<file path="config.mk">
export PLATFORM = sky130hd
export DESIGN_NAME = wb_sram_arbiter
export DESIGN_NICKNAME = d
export VERILOG_FILES = /design/src/rtl/wb_arb_pkg.sv /design/src/rtl/rr_grant2.sv /design/src/rtl/wb_sram_arbiter.sv
export SDC_FILE = /design/constraint.sdc
export NUM_CORES = 1
export LEC_CHECK = 0
export CELL_PAD_IN_SITES_DETAIL_PLACEMENT = 1
export CELL_PAD_IN_SITES_GLOBAL_PLACEMENT = 1
export CORE_MARGIN = 2
export CORE_UTILIZATION = 11
export DETAILED_ROUTE_END_ITERATION = 8
export GPL_TIMING_DRIVEN = 0
export PLACE_DENSITY_LB_ADDON = 0.1
export SLEW_MARGIN = 20
export SYNTH_ARGS = -nofsm -noshare
export SYNTH_HDL_FRONTEND = slang
export SYNTH_HIERARCHICAL = 1
export SYNTH_SLANG_ARGS = --single-unit
</file>
<file path="constraint.sdc">
create_clock -name i_clk -period 2 [get_ports i_clk]
set_input_delay 0.2 -clock i_clk [delete_from_list [all_inputs] [get_ports i_clk]]
set_output_delay 0.2 -clock i_clk [all_outputs]
set_load 0.05 [all_outputs]
</file>
<file path="src/rtl/wb_arb_pkg.sv">
// Shared definitions for the two-master Wishbone SRAM arbiter:
// owner encoding and the outstanding-request saturation level.
package wb_arb_pkg;

    typedef enum logic [1:0] {
        OWNER_IDLE = 2'b00,
        OWNER_A    = 2'b01,
        OWNER_B    = 2'b10
    } owner_t;

    // Number of outstanding requests at which the owner is held off.
    function automatic int unsigned full_level(input int unsigned lgout);
        return (32'd1 << lgout) - 32'd1;
    endfunction

endpackage

</file>
<file path="src/rtl/rr_grant2.sv">
// Two-way bus-cycle owner selection with round-robin tie break.
// Ownership is held until the owner's cyc falls, then handed straight over.
module rr_grant2
    import wb_arb_pkg::*;
(
    input  logic   clk,
    input  logic   rst_n,
    input  logic   req_a,
    input  logic   req_b,
    input  logic   drop,
    output owner_t owner
);

    owner_t owner_q, owner_d;
    logic   last_b_q, last_b_d;

    always_ff @(posedge clk or negedge rst_n) begin
        if (!rst_n) begin
            owner_q  <= OWNER_IDLE;
            last_b_q <= 1'b1;
        end else begin
            owner_q  <= owner_d;
            last_b_q <= last_b_d;
        end
    end

    // last_b only moves when an owner releases, so a tie favours whoever did not just finish.
    always_comb begin
        owner_d  = owner_q;
        last_b_d = last_b_q;
        case (owner_q)
            OWNER_IDLE: begin
                if (req_a && req_b) begin
                    owner_d = last_b_q ? OWNER_A : OWNER_B;
                end else if (req_a) begin
                    owner_d = OWNER_A;
                end else if (req_b) begin
                    owner_d = OWNER_B;
                end
            end
            OWNER_A: begin
                if (drop) begin
                    last_b_d = 1'b0;
                    owner_d  = req_b ? OWNER_B : OWNER_IDLE;
                end
            end
            OWNER_B: begin
                if (drop) begin
                    last_b_d = 1'b1;
                    owner_d  = req_a ? OWNER_A : OWNER_IDLE;
                end
            end
            default: owner_d = OWNER_IDLE;
        endcase
    end

    assign owner = owner_q;

endmodule

</file>
<file path="src/rtl/wb_sram_arbiter.sv">
// Two-master pipelined Wishbone arbiter in front of the SRAM controller.
// Whole bus cycles are granted; the owner's outstanding requests are bounded.
module wb_sram_arbiter
    import wb_arb_pkg::*;
#(
    parameter int AW               = 15,
    parameter int LGOUT            = 3,
    parameter bit OPT_ZERO_ON_IDLE = 1'b1
) (
    input  logic          i_clk,
    input  logic          i_reset_n,
    input  logic          i_a_cyc,
    input  logic          i_a_stb,
    input  logic          i_a_we,
    input  logic [AW-1:0] i_a_addr,
    input  logic [31:0]   i_a_data,
    input  logic [3:0]    i_a_sel,
    output logic          o_a_stall,
    output logic          o_a_ack,
    output logic          o_a_err,
    output logic [31:0]   o_a_data,
    input  logic          i_b_cyc,
    input  logic          i_b_stb,
    input  logic          i_b_we,
    input  logic [AW-1:0] i_b_addr,
    input  logic [31:0]   i_b_data,
    input  logic [3:0]    i_b_sel,
    output logic          o_b_stall,
    output logic          o_b_ack,
    output logic          o_b_err,
    output logic [31:0]   o_b_data,
    output logic          o_wb_cyc,
    output logic          o_wb_stb,
    output logic          o_wb_we,
    output logic [AW-1:0] o_wb_addr,
    output logic [31:0]   o_wb_data,
    output logic [3:0]    o_wb_sel,
    input  logic          i_wb_stall,
    input  logic          i_wb_ack,
    input  logic          i_wb_err,
    input  logic [31:0]   i_wb_data,
    output logic [1:0]    o_owner
);

    localparam logic [LGOUT-1:0] FULL_CNT = LGOUT'(full_level(LGOUT));

    owner_t          owner;
    logic            own_a, own_b, drop, full, accept, resp;
    logic            own_cyc, own_stb, own_we;
    logic [AW-1:0]   own_addr;
    logic [31:0]     own_data;
    logic [3:0]      own_sel;
    logic [LGOUT-1:0] cnt;

    assign own_a = (owner == OWNER_A);
    assign own_b = (owner == OWNER_B);
    assign drop  = (own_a && !i_a_cyc) || (own_b && !i_b_cyc);

    rr_grant2 u_grant (
        .clk   (i_clk),
        .rst_n (i_reset_n),
        .req_a (i_a_cyc && i_a_stb),
        .req_b (i_b_cyc && i_b_stb),
        .drop  (drop),
        .owner (owner)
    );

    always_comb begin
        own_cyc  = 1'b0;
        own_stb  = 1'b0;
        own_we   = OPT_ZERO_ON_IDLE ? 1'b0 : i_a_we;
        own_addr = OPT_ZERO_ON_IDLE ? '0 : i_a_addr;
        own_data = OPT_ZERO_ON_IDLE ? '0 : i_a_data;
        own_sel  = OPT_ZERO_ON_IDLE ? '0 : i_a_sel;
        case (owner)
            OWNER_A: begin
                own_cyc  = i_a_cyc;
                own_stb  = i_a_stb;
                own_we   = i_a_we;
                own_addr = i_a_addr;
                own_data = i_a_data;
                own_sel  = i_a_sel;
            end
            OWNER_B: begin
                own_cyc  = i_b_cyc;
                own_stb  = i_b_stb;
                own_we   = i_b_we;
                own_addr = i_b_addr;
                own_data = i_b_data;
                own_sel  = i_b_sel;
            end
            default: begin
            end
        endcase
    end

    assign full      = (cnt == FULL_CNT);
    assign o_wb_cyc  = own_cyc;
    assign o_wb_stb  = own_cyc && own_stb && !full;
    assign o_wb_we   = own_we;
    assign o_wb_addr = own_addr;
    assign o_wb_data = own_data;
    assign o_wb_sel  = own_sel;
    assign o_owner   = owner;

    assign accept = o_wb_stb && !i_wb_stall;
    assign resp   = (i_wb_ack || i_wb_err) && (cnt != '0);

    // Releasing cyc abandons anything still in flight, so the count restarts.
    always_ff @(posedge i_clk or negedge i_reset_n) begin
        if (!i_reset_n) begin
            cnt <= '0;
        end else if (drop) begin
            cnt <= '0;
        end else if (accept && !resp) begin
            cnt <= cnt + LGOUT'(1);
        end else if (!accept && resp) begin
            cnt <= cnt - LGOUT'(1);
        end
    end

    assign o_a_stall = !own_a || i_wb_stall || full;
    assign o_b_stall = !own_b || i_wb_stall || full;
    assign o_a_ack   = i_wb_ack && own_a && i_a_cyc;
    assign o_b_ack   = i_wb_ack && own_b && i_b_cyc;
    assign o_a_err   = i_wb_err && own_a && i_a_cyc;
    assign o_b_err   = i_wb_err && own_b && i_b_cyc;
    assign o_a_data  = i_wb_data;
    assign o_b_data  = i_wb_data;

    ack_needs_outstanding: assert property (@(posedge i_clk) disable iff (!i_reset_n)
        (o_wb_cyc && (i_wb_ack || i_wb_err)) |-> (cnt != '0));

endmodule

</file>
==> results of run 1 <==
-- cell usage in the layout, fill, tap and decap left out, types with 2 or more instances in the layout --
master / netlist / routed
a22oi_1: 54 / 14
a22oi_2: 0 / 40
and2_1: 3 / 3
and3_1: 5 / 3
and3_2: 0 / 2
buf_2: 0 / 4
buf_4: 64 / 119
buf_6: 0 / 4
clkbuf_16: 0 / 3
clkbuf_4: 0 / 5
clkbuf_8: 0 / 9
clkdlybuf4s15_2: 0 / 5
clkdlybuf4s50_1: 0 / 178
dfrtp_1: 5 / 3
ha_4: 0 / 2
inv_1: 6 / 4
inv_2: 1 / 3
mux2_4: 1 / 2
mux2i_1: 3 / 3
nand2_1: 7 / 7
nor2_1: 62 / 10
nor2_2: 0 / 38
nor2_4: 0 / 14
nor3_1: 2 / 2
-- worst register-to-register path: cells and delay by family (launching register included) --
family / cells / cell delay [ns]
AOI/OAI and AO/OA: 1 / 0.25
adders and majority gates: 2 / 0.73
DFF: 1 / 0.49
muxes: 1 / 0.27
and+or+nand+nor: 3 / 0.26
-- kinds of logic (layout without fill, tap and decap cells) --
group	Yosys count	count (layout)	synth area share, %
compound gates	58	58	26.5
mux	5	5	3.38
simple gates	86	86	23.3
buf+inv	89	335	34.5
fa+ha+maj	3	3	2.70
xor+xnor	1	1	0.526
flops	6	6	9.08
-- sequential cells by signal (all words and copies together) (netlist names) --
name / flops
u_grant/owner: 2
u_grant/last_b_q: 1
cnt: 3
-- routing by layer --
layer  vias to the layer above  share of wire, %  track usage, %
met2                       112                59            26.0
met5                         -                 0               0
met3                         6               4.6            1.09
met1                      1265                36            14.3
met4                         0              0.93            1.87
li1                       1285                 -               -
-- final timing paths --
path / from / to / slack [ns] / cells past startpoint
max: u_grant/owner[1]$_DFFE_PN0P_ / cnt[1]$_DFFE_PN0P_ / -0.12 / 7
min: i_reset_n / cnt[2]$_DFFE_PN0P_ / 0.23 / 1
max reg2reg: u_grant/owner[1]$_DFFE_PN0P_ / cnt[1]$_DFFE_PN0P_ / -0.12 / 7
min reg2reg: u_grant/last_b_q$_DFFE_PN1P_ / u_grant/last_b_q$_DFFE_PN1P_ / 0.53 / 2
max in group asynchronous: i_reset_n / u_grant/last_b_q$_DFFE_PN1P_ / 1.49 / 1
min in group i_clk: u_grant/last_b_q$_DFFE_PN1P_ / u_grant/last_b_q$_DFFE_PN1P_ / 0.53 / 2
-- metrics by stage --
stage | TNS, ns | setup slack (ns) | area [um^2]
finish | -0.214 | -0.120 | 4840
CTS | -0.535 | -0.112 | 4700
global route | -2.33 | -0.181 | 4840
global placement | -50.61 | -0.935 | 4530
floorplan | -4.94 | -0.240 | 1920
detailed placement | -53.74 | -0.988 | 4530
-- final cells by class --
class	count	area (um^2)
fill	1688	9810
timing repair buffer	243	2290
multi-input combinational	153	1390
buffer	81	671
tap	184	230
sequential	6	156
clock buffer	4	78.8
inverter	7	26.3
-- synth_stat cells (2+ instances only) --
library cell	count	area, um^2
ha_1	2	25.0
nor3_1	2	10.0
and2_1	3	18.8
dfrtp_1	5	125
buf_1	3	11.3
a22oi_1	54	405
clkbuf_1	15	56.3
and3_1	5	31.3
mux2i_1	3	30.0
inv_1	6	22.5
nand2_1	7	26.3
buf_4	64	480
nor2_1	62	233
-- where the power goes --
| part | switching, W | internal [W] | leakage [nW] |
|---|---|---|---|
| registers | 0.0000766 | 0.000194 | 0.0703 |
| clock network | 0.0000698 | 0.000265 | 0.0382 |
| logic | 0.00438 | 0.00239 | 1.82 |
| total | 0.00453 | 0.00285 | 1.92 |
-- what timing repair did --
action / in CTS / in global routing
hold endpoints to repair: 0 / 0
pin swaps: 7 / 11
setup endpoints to repair: 62 / 59
gates resized for setup: 392 / 35
setup buffers: 4 / 1
hold buffers: 0 / 0
cloned: 0 / 0
==> results.py, run 1 <==
metrics = {
    "worst_setup_path": {
        "critPathKind": "register to register",
        "critPathArrivalTime_ns": 2.23,
        "path_cells": "ha_4 -> a22oi_2 -> nor4b_4 -> nor2b_4 -> fa_2 -> nor2_2 -> mux2_4",
        "critPathLaunchType": "register",
        "crit_path_end_kind": "register",
        "crit_required_ns": 2.11,
        "crit_slowest_cell": "fa_2",
        "slowest_delay_ns": 0.54,
        "crit_buf_inv": 0,
        "crit_fanout": 4,
        "cp_top_family": "adder cells",
    },
    "run": {
        "maxCapViolations": 0,
    },
    "clock_tree": {
        "cts_sinks": 6,
        "cts_tree": "built",
        "cts_buffers": 3,
        "htreeDepth": 1,
        "cts_max_path_buffers": 2,
        "clk_latency_ns": 0.23,
        "path_clk_slew_ns": 0.03,
        "cts-root-buf": "clkbuf_16",
    },
    "floorplanning": {
        "ioPinCount": 271,
        "fp-row-count": 44,
        "die_area_um2": 16200,
        "start_util_pct": 11.4,
        "die_w_um": 127,
        "core_area_um2": 14600,
        "die_h_um": 127,
    },
    "timing": {
        "setup_viol": 4,
        "final.min_clock_period_ns": 2.12,
        "slew_viol_final": 0,
        "max_freq_mhz": 472,
        "rsz0062_at_grt": "yes",
        "slew_headroom_pct": 64.8,
        "skew_ns": 0.000540,
        "fin_ws_ns": -0.120,
        "fin_crit_sh_pct": 106,
        "hold_viol_final": 0,
        "tightest_slew_ns": 0.527,
        "whs_ns": 0.227,
    },
    "logic_synthesis": {
        "synth_cell_types": 30,
        "synth_seq_cells": 6,
        "synth-edff-count": 0,
        "synth_nets": 396,
        "ys_seq_area_share_pct": 9.08,
        "avgSynthCellArea_um2": 6.72,
        "yosysWarnings": 6,
        "yosys_most_used_dff": "dfrtp_1",
        "syn-instance-count": 248,
        "netlist_area_um2": 1670,
        "async_reset_ff_share_pct": 100,
    },
    "placed_design": {
        "placed_cells": 670,
        "portBuffers": 238,
        "dp_hpwl_mm": 9.39,
        "gp_congestion": 0.762,
    },
    "power": {
        "ir_worst_vdd_mv": 0.897,
        "total_leakage_power_nw": 1.92,
        "fin_total_pwr_w": 0.00738,
        "power_density_nw_per_um2": 1520,
    },
    "routing": {
        "vias": 2668,
        "post_drt_via_cell_ratio": 3.94,
        "final_antenna_net_count": 0,
        "first_pass_iters": 4,
        "drt_iter0_markers": 56,
        "routed_wl_mm": 11.1,
        "drc_errors": 0,
        "avgRoutedWirePerCell_um": 16.3,
    },
    "finish": {
        "synthToLayoutAreaGrowth_pct": 190,
        "fin_cells": 678,
        "diodes": 0,
        "drive_above_1_share_pct": 52.6,
        "nets": 643,
        "final_util_pct": 33.0,
    },
    "global_route": {
        "grt_pass1_wl_mm": 16.3,
        "antenna_found_initial": 0,
        "grt_max_degree": 11,
        "grt_use_total_pct": 12.7,
        "grt_pass1_vias": 2834,
        "grt.overflow.total": 0,
    },
    "status": {
        "violations": "negative setup slack",
        "outcome": "complete, but fails checks",
    },
    "worst_hold_path": {
        "hold_class": "input port to async pin",
    },
}
Power figures use the tool's default switching activity.
==> inputs of run 2 (changes only) <==
Settings changed: CTS_CLUSTER_DIAMETER set to 200.
Clock period 2 ns to 1.9 ns, I/O delays scaled along.
==> run 2 against run 1 <==
The flow still finishes with violations (negative setup slack). Total power is 25% higher. Die area stayed put. Worst setup slack worse by 0.087 ns. Flip-flop and latch count stayed put. Worst hold slack better by 0.0084 ns. Sequential share of layout area is 0.34 points lower. Critical endpoint unchanged.
==> results.py, run 2 (synthesized netlist as in run 1, its figures left out) <==
metrics = {
    "placed_design": {
        "gp_congestion": 0.708,
        "portBuffers": 238,
        "dp_hpwl_mm": 9.22,
        "place_area_um2": 4740,
        "placed_cells": 670,
    },
    "routing": {
        "drt_iter0_markers": 58,
        "drc_errors": 0,
        "avgRoutedWirePerCell_um": 16.0,
        "routed_wl_mm": 11.1,
        "post_drt_via_cell_ratio": 3.95,
        "first_pass_iters": 3,
        "vias": 2723,
        "final_antenna_net_count": 0,
    },
    "global_route": {
        "grt_pass1_vias": 2769,
        "grt_max_degree": 11,
        "grt_use_total_pct": 12.5,
        "grt.overflow.total": 0,
        "grt_pass1_wl_mm": 16.1,
        "antenna_found_initial": 0,
    },
    "worst_setup_path": {
        "crit_cells": 7,
        "crit_fanout": 4,
        "critPathLaunchType": "register",
        "cp_top_family": "adder cells",
        "crit_slowest_cell": "fa_2",
        "crit_buf_inv": 0,
        "critPathKind": "register to register",
        "crit_required_ns": 2.01,
        "critPathArrivalTime_ns": 2.22,
        "rr_worst_depth": 7,
        "crit_path_end_kind": "register",
        "path_cells": "ha_4 -> a22oi_2 -> nor4b_4 -> nor2b_4 -> fa_2 -> nor2_1 -> mux2_1",
        "slowest_delay_ns": 0.52,
        "r2r_slack_ns": -0.21,
    },
    "finish": {
        "drive_above_1_share_pct": 55.8,
        "final_cell_mix": "clkdlybuf4s50_1 (177), buf_4 (107), a22oi_2 (52)",
        "stdcell_area_um2": 5410,
        "largest-register": "cnt",
        "layout.cells.most_common": "clkdlybuf4s50_1",
        "final_util_pct": 36.9,
        "largest_register_ffs": 3,
        "diodes": 0,
        "fin_cells": 689,
        "fillers": 1669,
        "synthToLayoutAreaGrowth_pct": 225,
        "nets": 654,
    },
    "clock_tree": {
        "cts-root-buf": "clkbuf_16",
        "htreeDepth": 1,
        "path_clk_slew_ns": 0.04,
        "cts_sinks": 6,
        "cts_max_path_buffers": 2,
        "cts_buffers": 3,
        "clk_latency_ns": 0.23,
        "cts_tree": "built",
    },
    "status": {
        "outcome": "complete, but fails checks",
        "violations": "negative setup slack",
    },
    "floorplanning": {
        "fp-row-count": 44,
        "die_h_um": 127,
        "ioPinCount": 271,
        "start_util_pct": 11.4,
        "die_area_um2": 16200,
        "die_w_um": 127,
        "core_area_um2": 14600,
    },
    "power": {
        "fin_total_pwr_w": 0.00921,
        "ir_worst_vdd_mv": 0.747,
        "power_density_nw_per_um2": 1700,
        "total_leakage_power_nw": 2.08,
    },
    "timing": {
        "hold_viol_final": 0,
        "skew_ns": 0.00456,
        "tns_ns": -3.79,
        "final.min_clock_period_ns": 2.11,
        "max_freq_mhz": 474,
        "rsz0062_at_grt": "yes",
        "fin_crit_sh_pct": 111,
        "tightest_slew_ns": 0.535,
        "setup_viol": 53,
        "slew_headroom_pct": 64.3,
        "slew_viol_final": 0,
        "fin_ws_ns": -0.208,
    },
    "run": {
        "maxCapViolations": 0,
    },
    "worst_hold_path": {
        "hold_class": "input port to async pin",
    },
}
==> run 2: cell count changes in the layout (fill, tap and decap cells not counted), moves of 3 or more <==
cell / before / now
nor2_4: 14 / 50
clkdlybuf4s15_2: 5 / 0
a22oi_1: 14 / 2
clkbuf_16: 3 / 6
a22oi_2: 40 / 52
buf_4: 119 / 107
buf_12: 0 / 5
buf_2: 4 / 1
buf_8: 0 / 10
nor2_2: 38 / 1
clkbuf_4: 5 / 2
buf_6: 4 / 21
==> run 2: area by class of cell <==
type | instances | area [um^2] | area share (%)
inverters | 7 | 26.3 | 0.486
flip-flops and latches | 6 | 156 | 2.89
repair buffers | 254 | 2520 | 46.6
well taps | 184 | 230 | 4.26
multi-input cells | 153 | 1640 | 30.3
plain buffers | 81 | 759 | 14.0
clock buffers | 4 | 78.8 | 1.46
==> run 2: through the flow <==
stage / hold slack, ns / setup slack [ns]
final: 0.235 / -0.208
after global routing: 0.253 / -0.273
after CTS: 0.245 / -0.208
after detailed placement: 0.489 / -0.966
after global placement: 0.482 / -0.943
after floorplan: -0.106 / -0.381
==> run 2: where the power goes <==
| part | switching, W | internal [W] |
|---|---|---|
| registers | 0.0000772 | 0.000204 |
| clock network | 0.0000786 | 0.000279 |
| logic | 0.00522 | 0.00335 |
==> run 2: worst paths after layout <==
path | startpoint | end
worst max-delay path | u_grant/owner[1]$_DFFE_PN0P_ | cnt[1]$_DFFE_PN0P_
worst min-delay path | i_reset_n | cnt[0]$_DFFE_PN0P_
worst max register to register | u_grant/owner[1]$_DFFE_PN0P_ | cnt[1]$_DFFE_PN0P_
worst min register to register | u_grant/last_b_q$_DFFE_PN1P_ | u_grant/last_b_q$_DFFE_PN1P_
max in group asynchronous | i_reset_n | u_grant/last_b_q$_DFFE_PN1P_
min in group i_clk | u_grant/last_b_q$_DFFE_PN1P_ | u_grant/last_b_q$_DFFE_PN1P_
==> run 2: timing repair <==
item | in CTS | in global routing
pin swaps | 3 | 27
setup buffers | 10 | 4
hold buffers | 0 | 0
gates cloned | 0 | 2
endpoints found under the setup margin | 63 | 60
resized for setup | 435 | 66
==> run 2: routing by layer <==
metal,vias up,routed length (um),track usage [%]
li1,1311,-,-
met1,1287,3900,13.6
met2,121,6480,26.0
met3,4,623,1.68
met4,0,43,1.29
met5,-,0,0
==> run 2: worst register-to-register path, cell delays in order, from the launching register on <==
cell and delay [ns]:
dfrtp_4 0.49, ha_4 0.19, a22oi_2 0.25, nor4b_4 0.09, nor2b_4 0.14, fa_2 0.52
nor2_1 0.04, mux2_1 0.27
==> inputs of run 3 (changes only) <==
Settings changed: ABC_CLOCK_PERIOD_IN_PS set to 1900, CAP_MARGIN set to 20, CORE_MARGIN 2 to 1.
==> run 3 against run 2 <==
The flow finishes with violations (design-rule violations, negative setup slack). Largest cell class unchanged. Non-clock buffer count is 7 lower. Via count hardly changed. Worst setup slack worse by 0.023 ns. Design area is 2.5% lower. Register-to-register slack worse by 0.02 ns. Sequential share of layout area is 0.073 points higher. Fmax is 1.1% lower. Core utilization is 0.91 points lower. First-iteration DRC count is 53% higher. Count of clock-buffer cells in the layout stayed put.
==> results.py, run 3 (synthesized netlist as in run 1, its figures left out) <==
metrics = {
    "worst_setup_path": {
        "critPathKind": "register to register",
        "path_cells": "ha_4 -> a22oi_2 -> nor4b_4 -> nor2b_4 -> fa_2 -> and2_4 -> mux2i_1 -> mux2i_1",
        "rr_worst_depth": 8,
        "slowest_delay_ns": 0.49,
        "cpMostUsedCell": "mux2i_1",
        "critPathLaunchType": "register",
        "crit_fanout": 4,
        "crit_slowest_cell": "dfrtp_4",
        "crit_path_end_kind": "register",
        "critPathArrivalTime_ns": 2.28,
        "crit_required_ns": 2.05,
    },
    "power": {
        "ir_worst_vdd_mv": 0.936,
        "p_sw_w": 0.00537,
        "pwr-share-seq_pct": 3.3,
        "comb_power_share_pct": 92.8,
        "switching_share_pct": 59.9,
        "total_leakage_power_nw": 2.02,
        "pwr-share-clk_pct": 4.0,
        "power_density_nw_per_um2": 1700,
        "p_int_w": 0.00360,
    },
    "status": {
        "outcome": "complete, but fails checks",
        "violations": "design-rule violations, negative setup slack",
    },
    "global_route": {
        "grt_max_degree": 11,
        "antenna_found_initial": 0,
        "grt_pass1_vias": 2916,
        "grt.overflow.total": 0,
        "grt_use_total_pct": 13.4,
        "grt_pass1_wl_mm": 16.5,
    },
    "routing": {
        "first_pass_iters": 5,
        "drt_iter0_markers": 89,
        "vias": 2721,
        "routed_wl_mm": 11.1,
        "final_antenna_net_count": 0,
        "drc_errors": 46,
        "avgRoutedWirePerCell_um": 16.2,
        "post_drt_via_cell_ratio": 3.99,
    },
    "finish": {
        "final_util_pct": 36.0,
        "synthToLayoutAreaGrowth_pct": 217,
        "stdcell_area_um2": 5280,
        "drive_above_1_share_pct": 55.2,
        "layout.cells.most_common": "clkdlybuf4s50_1",
        "largest_register_ffs": 3,
        "final_cell_mix": "clkdlybuf4s50_1 (178), buf_4 (107), a22oi_2 (52)",
        "largest-register": "cnt",
        "nets": 647,
        "diodes": 0,
        "fin_cells": 682,
    },
    "timing": {
        "hold_viol_final": 0,
        "final.min_clock_period_ns": 2.13,
        "skew_ns": 0.000453,
        "slew_headroom_pct": 63.7,
        "fin_ws_ns": -0.231,
        "slew_viol_final": 0,
        "rsz0062_at_grt": "yes",
        "tightest_slew_ns": 0.543,
        "setup_viol": 55,
        "max_freq_mhz": 469,
        "tns_ns": -3.85,
        "fin_crit_sh_pct": 112,
    },
    "floorplanning": {
        "fp-row-count": 44,
        "ioPinCount": 271,
        "die_w_um": 125,
        "die_h_um": 125,
        "core_area_um2": 14600,
        "start_util_pct": 11.4,
        "die_area_um2": 15600,
    },
    "clock_tree": {
        "cts_buffers": 3,
        "cts_hold_buf": 0,
        "htreeDepth": 1,
        "cts_sinks": 6,
        "path_clk_slew_ns": 0.04,
        "clk_latency_ns": 0.23,
        "cts_max_path_buffers": 2,
        "cts-root-buf": "clkbuf_16",
        "cts_tree": "built",
    },
    "run": {
        "maxCapViolations": 0,
    },
    "worst_hold_path": {
        "hold_class": "input port to async pin",
    },
    "placed_design": {
        "portBuffers": 238,
        "placed_cells": 670,
        "place_area_um2": 4740,
        "gp_congestion": 0.704,
        "dp_hpwl_mm": 9.18,
    },
}
## run 3: critical path: cells and delay by family, from the launching register on
family,cells,cell delay (ns)
adder cells (fa/ha/maj),2,0.53
AO/OA/AOI/OAI,1,0.27
flip-flops,1,0.49
AND/OR/NAND/NOR,3,0.37
multiplexers,2,0.38
## run 3: final timing paths
kind / from / end / slack [ns]
worst min register to register: u_grant/last_b_q$_DFFE_PN1P_ / u_grant/last_b_q$_DFFE_PN1P_ / 0.54
min in group i_clk: u_grant/last_b_q$_DFFE_PN1P_ / u_grant/last_b_q$_DFFE_PN1P_ / 0.54
worst max-delay path: u_grant/owner[1]$_DFFE_PN0P_ / cnt[2]$_DFFE_PN0P_ / -0.23
worst max register to register: u_grant/owner[1]$_DFFE_PN0P_ / cnt[2]$_DFFE_PN0P_ / -0.23
worst min-delay path: i_reset_n / u_grant/owner[1]$_DFFE_PN0P_ / 0.23
max in group asynchronous: i_reset_n / u_grant/last_b_q$_DFFE_PN1P_ / 1.38
## run 3: final cells by class
class                           count  area (um^2)
Tap cell                          184          230
Clock buffer                        4         78.8
Fill cell                        1667         9370
Buffer                             81          751
Multi-Input combinational cell    153         1640
Timing Repair Buffer              247         2400
Inverter                            7         26.3
Sequential cell                     6          156
## run 3: power by group through the flow
stage	Combinational, W	Sequential, W	Clock [W]
global placement	0.00723	0.000313	0
detailed placement	0.00731	0.000317	0
finish	0.00831	0.000292	0.000355
CTS	0.00812	0.000295	0.000359
floorplan	0.00516	0.000361	0
global route	0.00874	0.000303	0.000370
## run 3: repair_timing
item / CTS / global route
gates resized for setup: 441 / 43
gates cloned: 0 / 1
pin swaps: 20 / 24
setup endpoints to repair: 63 / 61
buffers inserted: 6 / 2
## run 3: layer usage
| metal | wire length (um) | GRT usage, % | up-vias |
|---|---|---|---|
| met5 | 0 | 0 | - |
| met4 | 104 | 2.01 | 0 |
| met3 | 890 | 2.31 | 6 |
| met2 | 6290 | 27.5 | 129 |
| met1 | 3780 | 14.2 | 1289 |
| li1 | - | - | 1297 |
## run 3: through the flow
step | power, W | worst slack (ns) | hold slack (ns)
floorplan | 0.00552 | -0.381 | -0.106
global placement | 0.00755 | -0.918 | 0.477
detailed placement | 0.00763 | -0.952 | 0.473
CTS | 0.00878 | -0.273 | 0.233
global route | 0.00941 | -0.308 | 0.248
finish | 0.00896 | -0.231 | 0.229
